## src/rtl/fpu_trig_range_reducer.sv

```systemverilog
// Trig argument reduction: r = x - q*(pi/2) with |r| <= pi/4 and q mod 4.
// It produces one quotient bit per clock from a shift-subtract remainder against pi/2.
module fpu_trig_range_reducer #(
    parameter int          FRAC_BITS = 64,
    parameter logic [65:0] PIO2      = 66'h1_921F_B544_42D1_846A,
    parameter int          MAX_EXP   = 62
) (
    input  logic        clk,
    input  logic        reset_n,
    input  logic        start,
    input  logic [79:0] operand_in,
    output logic        ready,
    output logic        done,
    output logic [79:0] result_out,
    output logic [1:0]  quadrant,
    output logic        invalid,
    output logic        out_of_range
);

    localparam int          CNT_W         = $clog2(MAX_EXP + 66);
    localparam logic [14:0] EXP_BIAS      = 15'd16383;
    localparam logic [14:0] EXP_BYPASS    = 15'd16382;
    localparam logic [14:0] EXP_MAX_B     = 15'(16383 + MAX_EXP);
    localparam logic [14:0] EXP_NORM_BASE = 15'(16383 - FRAC_BITS);
    localparam logic [14:0] CNT_OFFSET    = 15'(16383 - 65);
    localparam logic [65:0] PIO4          = PIO2 >> 1;
    localparam logic [79:0] INDEFINITE    = 80'hFFFF_C000_0000_0000_0000;

    typedef enum logic [2:0] {
        S_IDLE,
        S_CLASSIFY,
        S_DIVIDE,
        S_ADJUST,
        S_NORMALIZE,
        S_DONE
    } state_t;

    state_t             state_q, state_d;
    logic [79:0]        x_q, x_d;
    logic [65:0]        rem_q, rem_d;
    logic [1:0]         quo_q, quo_d;
    logic [CNT_W-1:0]   cnt_q, cnt_d;
    logic [63:0]        bits_q, bits_d;
    logic [63:0]        mag_q, mag_d;
    logic               neg_q, neg_d;
    logic [79:0]        result_q, result_d;
    logic [1:0]         quadrant_q, quadrant_d;
    logic               invalid_q, invalid_d;
    logic               oor_q, oor_d;

    logic               x_sign;
    logic [14:0]        x_exp;
    logic [63:0]        x_mant;
    logic [65:0]        trial;
    logic               trial_ge;
    logic [5:0]         lod_pos;
    logic               lod_hit;

    assign x_sign = x_q[79];
    assign x_exp  = x_q[78:64];
    assign x_mant = x_q[63:0];

    // rem_q[65] is always zero; folding it into the compare keeps the full register observable.
    assign trial    = {rem_q[64:0], bits_q[63]};
    assign trial_ge = rem_q[65] | (trial >= PIO2);

    always_comb begin
        lod_pos = 6'd0;
        lod_hit = 1'b0;
        for (int i = 0; i < 64; i++) begin
            if (mag_q[i]) begin
                lod_pos = i[5:0];
                lod_hit = 1'b1;
            end
        end
    end

    always_ff @(posedge clk or negedge reset_n) begin
        if (!reset_n) begin
            state_q    <= S_IDLE;
            x_q        <= '0;
            rem_q      <= '0;
            quo_q      <= '0;
            cnt_q      <= '0;
            bits_q     <= '0;
            mag_q      <= '0;
            neg_q      <= 1'b0;
            result_q   <= '0;
            quadrant_q <= '0;
            invalid_q  <= 1'b0;
            oor_q      <= 1'b0;
        end else begin
            state_q    <= state_d;
            x_q        <= x_d;
            rem_q      <= rem_d;
            quo_q      <= quo_d;
            cnt_q      <= cnt_d;
            bits_q     <= bits_d;
            mag_q      <= mag_d;
            neg_q      <= neg_d;
            result_q   <= result_d;
            quadrant_q <= quadrant_d;
            invalid_q  <= invalid_d;
            oor_q      <= oor_d;
        end
    end

    always_comb begin
        state_d    = state_q;
        x_d        = x_q;
        rem_d      = rem_q;
        quo_d      = quo_q;
        cnt_d      = cnt_q;
        bits_d     = bits_q;
        mag_d      = mag_q;
        neg_d      = neg_q;
        result_d   = result_q;
        quadrant_d = quadrant_q;
        invalid_d  = invalid_q;
        oor_d      = oor_q;

        case (state_q)
            S_IDLE: begin
                if (start) begin
                    x_d     = operand_in;
                    state_d = S_CLASSIFY;
                end
            end

            S_CLASSIFY: begin
                invalid_d = 1'b0;
                oor_d     = 1'b0;
                if (x_exp == 15'h7FFF || (x_exp != 15'd0 && !x_mant[63])) begin
                    invalid_d  = 1'b1;
                    result_d   = INDEFINITE;
                    quadrant_d = 2'd0;
                    state_d    = S_DONE;
                end else if (x_exp < EXP_BYPASS) begin
                    // Zero, denormal or |x| < 0.5: already inside [-pi/4, pi/4].
                    result_d   = x_q;
                    quadrant_d = 2'd0;
                    state_d    = S_DONE;
                end else if (x_exp > EXP_MAX_B) begin
                    oor_d      = 1'b1;
                    result_d   = x_q;
                    quadrant_d = 2'd0;
                    state_d    = S_DONE;
                end else begin
                    rem_d   = '0;
                    quo_d   = '0;
                    cnt_d   = CNT_W'(x_exp - CNT_OFFSET);
                    bits_d  = x_mant;
                    state_d = S_DIVIDE;
                end
            end

            S_DIVIDE: begin
                if (trial_ge) begin
                    rem_d = trial - PIO2;
                    quo_d = {quo_q[0], 1'b1};
                end else begin
                    rem_d = trial;
                    quo_d = {quo_q[0], 1'b0};
                end
                bits_d = {bits_q[62:0], 1'b0};
                cnt_d  = cnt_q - CNT_W'(1);
                if (cnt_q == CNT_W'(1)) begin
                    state_d = S_ADJUST;
                end
            end

            S_ADJUST: begin
                // Remainder above pi/4 folds to the next quadrant with a negative residue.
                if (rem_q > PIO4) begin
                    mag_d = 64'(PIO2 - rem_q);
                    neg_d = 1'b1;
                    quo_d = quo_q + 2'd1;
                end else begin
                    mag_d = 64'(rem_q);
                    neg_d = 1'b0;
                end
                state_d = S_NORMALIZE;
            end

            S_NORMALIZE: begin
                if (lod_hit) begin
                    result_d = {x_sign ^ neg_q,
                                EXP_NORM_BASE + {9'd0, lod_pos},
                                mag_q << (6'd63 - lod_pos)};
                end else begin
                    result_d = {x_sign, 79'd0};
                end
                quadrant_d = x_sign ? (2'd0 - quo_q) : quo_q;
                state_d    = S_DONE;
            end

            S_DONE: begin
                state_d = S_IDLE;
            end

            default: begin
                state_d = S_IDLE;
            end
        endcase
    end

    assign ready        = (state_q == S_IDLE);
    assign done         = (state_q == S_DONE);
    assign result_out   = result_q;
    assign quadrant     = quadrant_q;
    assign invalid      = invalid_q;
    assign out_of_range = oor_q;

endmodule

```

## config.mk

```make
export PLATFORM = sky130hd
export DESIGN_NAME = fpu_trig_range_reducer
export DESIGN_NICKNAME = d
export VERILOG_FILES = /design/src/rtl/fpu_trig_range_reducer.sv
export SDC_FILE = /design/constraint.sdc
export NUM_CORES = 1
export LEC_CHECK = 0
export ABC_AREA = 1
export ABC_CLOCK_PERIOD_IN_PS = 7700
export CAP_MARGIN = 25
export CORE_ASPECT_RATIO = 0.75
export CORE_MARGIN = 1.5
export CORE_UTILIZATION = 40
export DETAILED_ROUTE_END_ITERATION = 7
export GPL_TIMING_DRIVEN = 0
export RECOVER_POWER = 25
export SETUP_SLACK_MARGIN = 0.05
export SLEW_MARGIN = 5
export SYNTH_ARGS = -nofsm -noshare
export SYNTH_HDL_FRONTEND = slang
export SYNTH_SLANG_ARGS = --single-unit
```

## constraint.sdc

```tcl
create_clock -name clk -period 7.7 [get_ports clk]
set_input_delay 1.54 -clock clk [delete_from_list [all_inputs] [get_ports clk]]
set_output_delay 1.54 -clock clk [all_outputs]
set_load 0.01 [all_outputs]
```

# Yosys cells after proc, flatten, opt, wreduce, memory -nomap -nowiden
# Cells that the tools add are included.
[word_totals] reg_bits=371 latch_bits=0 ram_bits=0 rom_bits=0 inputBits=83 out_inout_bits=86 mem_count=0
[classes] n_addsub=8 mul=0 div_mod_pow=0 n_lt_le_gt_ge=4 n_eq_ne=14 shifts=1 muxes=168 n_bitwise=2 n_reduce_logical=13
[ops] operator="2-to-1 mux 6 bit" count=62
[ops] operator="2-to-1 mux 80 bit" count=4
[ops] operator="2-to-1 mux 66 bit" count=4
[ops] operator="2-to-1 mux 64 bit" count=4
[ops] operator="one-hot mux 80 bit (2 select lines)" count=1
[ops] operator="one-hot mux 66 bit (2 select lines)" count=1
[ops] operator="one-hot mux 64 bit (2 select lines)" count=1
[ops] operator="2-to-1 mux 1 bit" count=71
[ops] operator="greater-or-equal comparator 66 x 65 -> 1 bit (second input constant)" count=1
[ops] operator="> comparator 66 x 64 -> 1 bit (second input constant)" count=1
[ops] operator="subtractor 66 x 65 -> 66 bit (second input constant)" count=1
[ops] operator="left shift 64 x 6 -> 64 bit" count=1
[ops] operator="subtractor 64 bit (first input constant)" count=1
[ops] operator="2-to-1 mux 7 bit" count=3
[ops] operator="2-to-1 mux 2 bit" count=8
[ops] operator="adder 14 x 6 -> 15 bit (first input constant)" count=1
[ops] operator="== test 15 bit (second input constant)" count=1
[ops] operator="> comparator 15 bit (second input constant)" count=1
[ops] operator="less-than comparator 15 x 14 -> 1 bit (second input constant)" count=1
[ops] operator="2-to-1 mux 3 bit" count=5
[ops] operator="one-hot mux 3 bit (5 select lines)" count=1
[ops] operator="nonzero test 15 bit" count=1
[ops] operator="one-hot mux 7 bit (2 select lines)" count=1
[ops] operator="!= test 2 bit (second input constant)" count=6
[ops] operator="other kinds (23)" count=28

# Longest topological paths before layout
# Gate-level depths: netlist of the first run.
[logic_depth] ltp_word=67 ltp_mapped=75 ltp_nobuf=75

# Worst setup path after synthesis of the first run
# No wires, ideal clock.
[synth_path] path_kind="reg2reg" startpoint="reg rem_q[0]" endpoint="reg mag_q[39]" setup_ns=0.130 t_arrival_ns=4.118 setup_slack_ns=3.452 stages_incl_launch_ff=37 n_path_buf=2 path_cell_list="dfrtp_1 -> inv_1 -> ha_1 -> inv_1 -> a21oi_1 -> nor2_1 -> inv_1 -> o21ai_1 -> inv_1 -> nor2_1 -> inv_1 -> nor2_1 -> or4_1 -> a21boi_1 -> o211ai_1 -> a21oi_1 -> inv_1 -> a21oi_1 -> inv_1 -> a21oi_1 -> nor2_1 -> nor2_1 -> inv_1 -> nor2_1 -> inv_1 -> a21oi_1 -> inv_1 -> nand2_1 -> and3_1 -> o21ai_1 -> nand2_1 -> buf_2 -> buf_4 -> nor2_1 -> xor2_1 -> nand2_1 -> o21ai_0"
[synth_between] elab_chain_len=2
[synth_lines] element="start: declaration" line="40" source="logic [65:0] rem_q, rem_d;"
[synth_lines] element="start signal: assignment" line="95" source="rem_q <= rem_d;"
[synth_lines] element="subtractor 64 bit or > comparator 66 x 64 -> 1 bit (tied branches)" line="175, 174"
[synth_lines] element="2-to-1 mux 64 bit *" line="174" source="if (rem_q > PIO4) begin"
[synth_lines] element="end signal: assignment" line="99" source="mag_q <= mag_d;"
[synth_lines] element="end: declaration" line="44" source="logic [63:0] mag_q, mag_d;"
# Every way passes the cells marked *; elsewhere a longest branch is shown, timed or not.
# A chain may end at the register's enable or synchronous reset.

# Worst setup path after layout of the first run
[layout_path] startpoint="reg rem_q[2]" endpoint="reg rem_q[6]"
[layout_between] elab_chain_len=4
[layout_lines] element="greater-or-equal comparator 66 x 65 -> 1 bit" line="65" source="assign trial_ge = rem_q[65] | (trial >= PIO2);"
[layout_lines] element="OR 1 bit" line="65"
[layout_lines] element="2-to-1 mux 66 bit *" line="158" source="if (trial_ge) begin"
[layout_lines] element="one-hot mux 66 bit (2 select lines) *" line="122" source="case (state_q)"
# Marked as above.

==> flow_metrics.py, run 1 <==
metrics = {
    "sta": {
        "fin_crit_sh_pct": 87.0,
        "setup_viol": 0,
        "layout_setup_ws_ns": 1.00,
        "rsz0062_at_grt": "no",
        "max_freq_ghz": 0.149,
        "hold_violations": 0,
        "slew_headroom_pct": -119,
        "fin_crit_ns": 6.70,
        "hold-worst-slack_ns": 0.487,
        "finClkSkew_ns": 0.0187,
        "slew_viol_final": 226,
        "worstMarginPinSlew_ns": 3.28,
    },
    "worst_setup_path": {
        "slowest_delay_ns": 0.66,
        "required_ns": 8.19,
        "cpMostUsedCell": "inv_1",
        "crit_fanout": 10,
        "critPathSlowestCell": "clkinv_1",
        "crit_type": "register to register",
        "arrival_ns": 7.19,
        "end_kind": "register",
        "crit_path_start_kind": "register",
    },
    "route": {
        "antenna_left": 0,
        "vias": 26200,
        "drt_pass1_iterations": 8,
        "wire_per_inst_um": 22.5,
        "wl_um": 101000,
        "initialDrtViolationCount": 3473,
        "viasPerCell": 5.85,
        "drc": 5,
    },
    "floorplanning": {
        "die_x_um": 286,
        "dieArea_um2": 61600,
        "rows": 77,
        "die_h_um": 215,
        "ios": 169,
        "coreArea_um2": 59200,
        "initial_core_util_pct": 40.6,
    },
    "layout": {
        "layout_commonest_cell": "nand2_1",
        "stdcell_count": 4479,
        "most-common-layout-cells": "749 x nand2_1, 546 x nand3_1, 379 x nor2_1",
        "fillers": 6233,
        "syn_to_final_growth_pct": 17.1,
        "antenna_cells": 0,
        "layout-drive-gt1-share_pct": 4.69,
        "layout.nets": 3755,
    },
    "yosys": {
        "yosys-top-cells-area": "dfrtp_1 39%, nand2_1 12%, nand3_1 11%",
        "synth_top_family_by_area": "simple AND/OR/NAND/NOR gates",
        "synth-seq-area-share_pct": 38.6,
        "synthesis.nets": 3535,
        "ys_ff_latch": 371,
        "synth-compound-area-share_pct": 13.7,
        "yosysTopAreaCellShare_pct": 38.6,
        "synth_cell_types": 52,
        "synth_top_cell_by_area": "dfrtp_1",
        "yosysWarnings": 0,
        "synthMuxAreaShare_pct": 3.19,
        "synthArstFlopShare_pct": 100,
        "synth-simple-area-share_pct": 32.4,
        "netlist_area_um2": 24000,
        "synth_area_per_cell_um2": 6.98,
        "ys.flop_type": "dfrtp_1",
        "synthAdderAreaFrac_pct": 0.416,
        "postSynthCellCount": 3444,
        "synth_xor_area_share_pct": 3.46,
        "synth_edf_count": 0,
    },
    "clocking": {
        "cts_tree": "done",
        "cts_buffer_depth": 3,
        "path_clk_slew_ns": 0.06,
        "post-cts-setup-buffers": 0,
        "numClockSinks": 371,
        "cts_made_buffers": 41,
        "clk_latency_ns": 0.59,
        "hold_buffers": 0,
        "h-tree-depth": 2,
        "cts_resized": 0,
        "root_buffer": "clkbuf_16",
    },
    "job": {
        "cap_violations": 3,
    },
    "placement": {
        "io_buffers": 168,
        "pre_cts_slack_ns": 1.39,
        "place_hpwl_um": 80200,
        "gp_congestion": 1.05,
        "placed_cells": 4410,
    },
    "grt": {
        "grtUsageMet2_pct": 43.7,
        "grt_max_degree": 111,
        "grt_pass1_vias": 24400,
        "grt.met1_usage_pct": 51.1,
        "grt-busiest-layer": "met1",
        "grt_util_met3_pct": 8.66,
        "overflow": 0,
        "antenna_found_initial": 2,
        "grt_pass1_wl_um": 152000,
        "grt_usage_pct": 32.3,
    },
    "pwr": {
        "power.density_nw_per_um2": 288,
        "power_leakage_uw": 0.0125,
        "worst_ir_drop_vdd_v": 0.000188,
        "totalPowerFinal_uw": 8110,
    },
    "min_path": {
        "hold_class": "register to register",
    },
    "outcome": {
        "status": "finished, violations left",
        "violations": "design-rule violations, max-capacitance violations, max-slew violations",
    },
}
==> final timing paths <==
kind / endpoint / cells past startpoint / startpoint / slack, ns
max: rem_q[6] / 30 / rem_q[2] / 1.00
min in group asynchronous: rem_q[9] / 1 / reset_n / 1.91
min reg2reg: neg_q / 2 / neg_q / 0.49
max in group asynchronous: mag_q[58] / 2 / reset_n / 1.54
min: neg_q / 2 / neg_q / 0.49
max reg2reg: rem_q[6] / 30 / rem_q[2] / 1.00
==> through the flow <==
step | utilization [%] | setup TNS, ns | instance area [um2]
6_report | 47.6 | 0 | 28200
5_1_grt | 47.6 | 0 | 28200
4_1_cts | 47.7 | 0 | 28200
3_5_place_dp | 45.4 | 0 | 26900
3_3_place_gp | 45.1 | -4382.32 | 26700
2_1_floorplan | - | 0 | 24000
==> power by group <==
group | leakage, uW | internal, uW | total [uW] | switching [uW]
clock network | 0.000656 | 1140 | 2000 | 858
logic | 0.00719 | 1240 | 3010 | 1770
registers | 0.00463 | 2610 | 3100 | 495
total | 0.0125 | 4990 | 8110 | 3120
==> layout make-up <==
type                    instances  area (um2)  area share, %
plain buffers                 210         853           3.03
clock buffers                  55        1140           4.04
clock inverters                13         191          0.680
inverters                     297        1110           3.96
multi-input cells            2566       12800           45.4
flip-flops and latches        371        9280           33.0
well taps                     790         988           3.51
repair buffers                177        1800           6.38
==> layer usage <==
metal | routed length [um] | share of wire [%]
met5 | 0 | 0
met4 | 1440 | 1.4
met3 | 11400 | 11
met2 | 39800 | 39
met1 | 48300 | 48
==> sequential cells by signal, summed over array words and instances, names as in the netlist <==
signal,cells
result_out,80
x_q,80
rem_q,66
bits_q,64
mag_q,64
cnt_q,7
state_q,3
quadrant,2
quo_q,2
invalid,1
neg_q,1
out_of_range,1
==> synth_stat cells, types with 16 or more instances <==
cell type  number
nand2_1       749
nand3_1       546
nor2_1        379
dfrtp_1       371
inv_1         281
a21oi_1       223
clkbuf_1      165
o21ai_0       144
xor2_1         93
a31oi_1        80
nor3_1         71
mux2_2         68
o22ai_1        50
nand4_1        33
nor4_1         25
buf_1          19
o32ai_1        17
buf_2          16
==> worst max-delay path: cells and delay by family, from the launching register on <==
family	cells	cell delay (ns)
flops	1	0.32
compound gates	10	2.21
simple gates	10	1.85
buf+inv	10	2.19
==> cell families (layout without fill, tap and decap cells) <==
kind of cell,count (synthesis),after routing
and+or+nand+nor,1818,1818
AOI/OAI and AO/OA,577,577
buffers and inverters,507,752
DFF,371,371
xor gates and xnor gates,95,95
muxes,68,68
adders and majority gates,8,8
(Power assumes the default switching activity.)
==> run 2, diff against run 1 <==
--- a/config.mk
+++ b/config.mk
@@ -13,8 +13,10 @@
 export CORE_UTILIZATION = 40
 export DETAILED_ROUTE_END_ITERATION = 7
 export GPL_TIMING_DRIVEN = 0
+export PLACE_DENSITY = 0.6
 export RECOVER_POWER = 25
 export SETUP_SLACK_MARGIN = 0.05
+export SKIP_LAST_GASP = 1
 export SLEW_MARGIN = 5
 export SYNTH_ARGS = -nofsm -noshare
 export SYNTH_HDL_FRONTEND = slang
==> results of run 2 <==
Same layout as run 1: the final DEF is identical, and so are final timing and power.
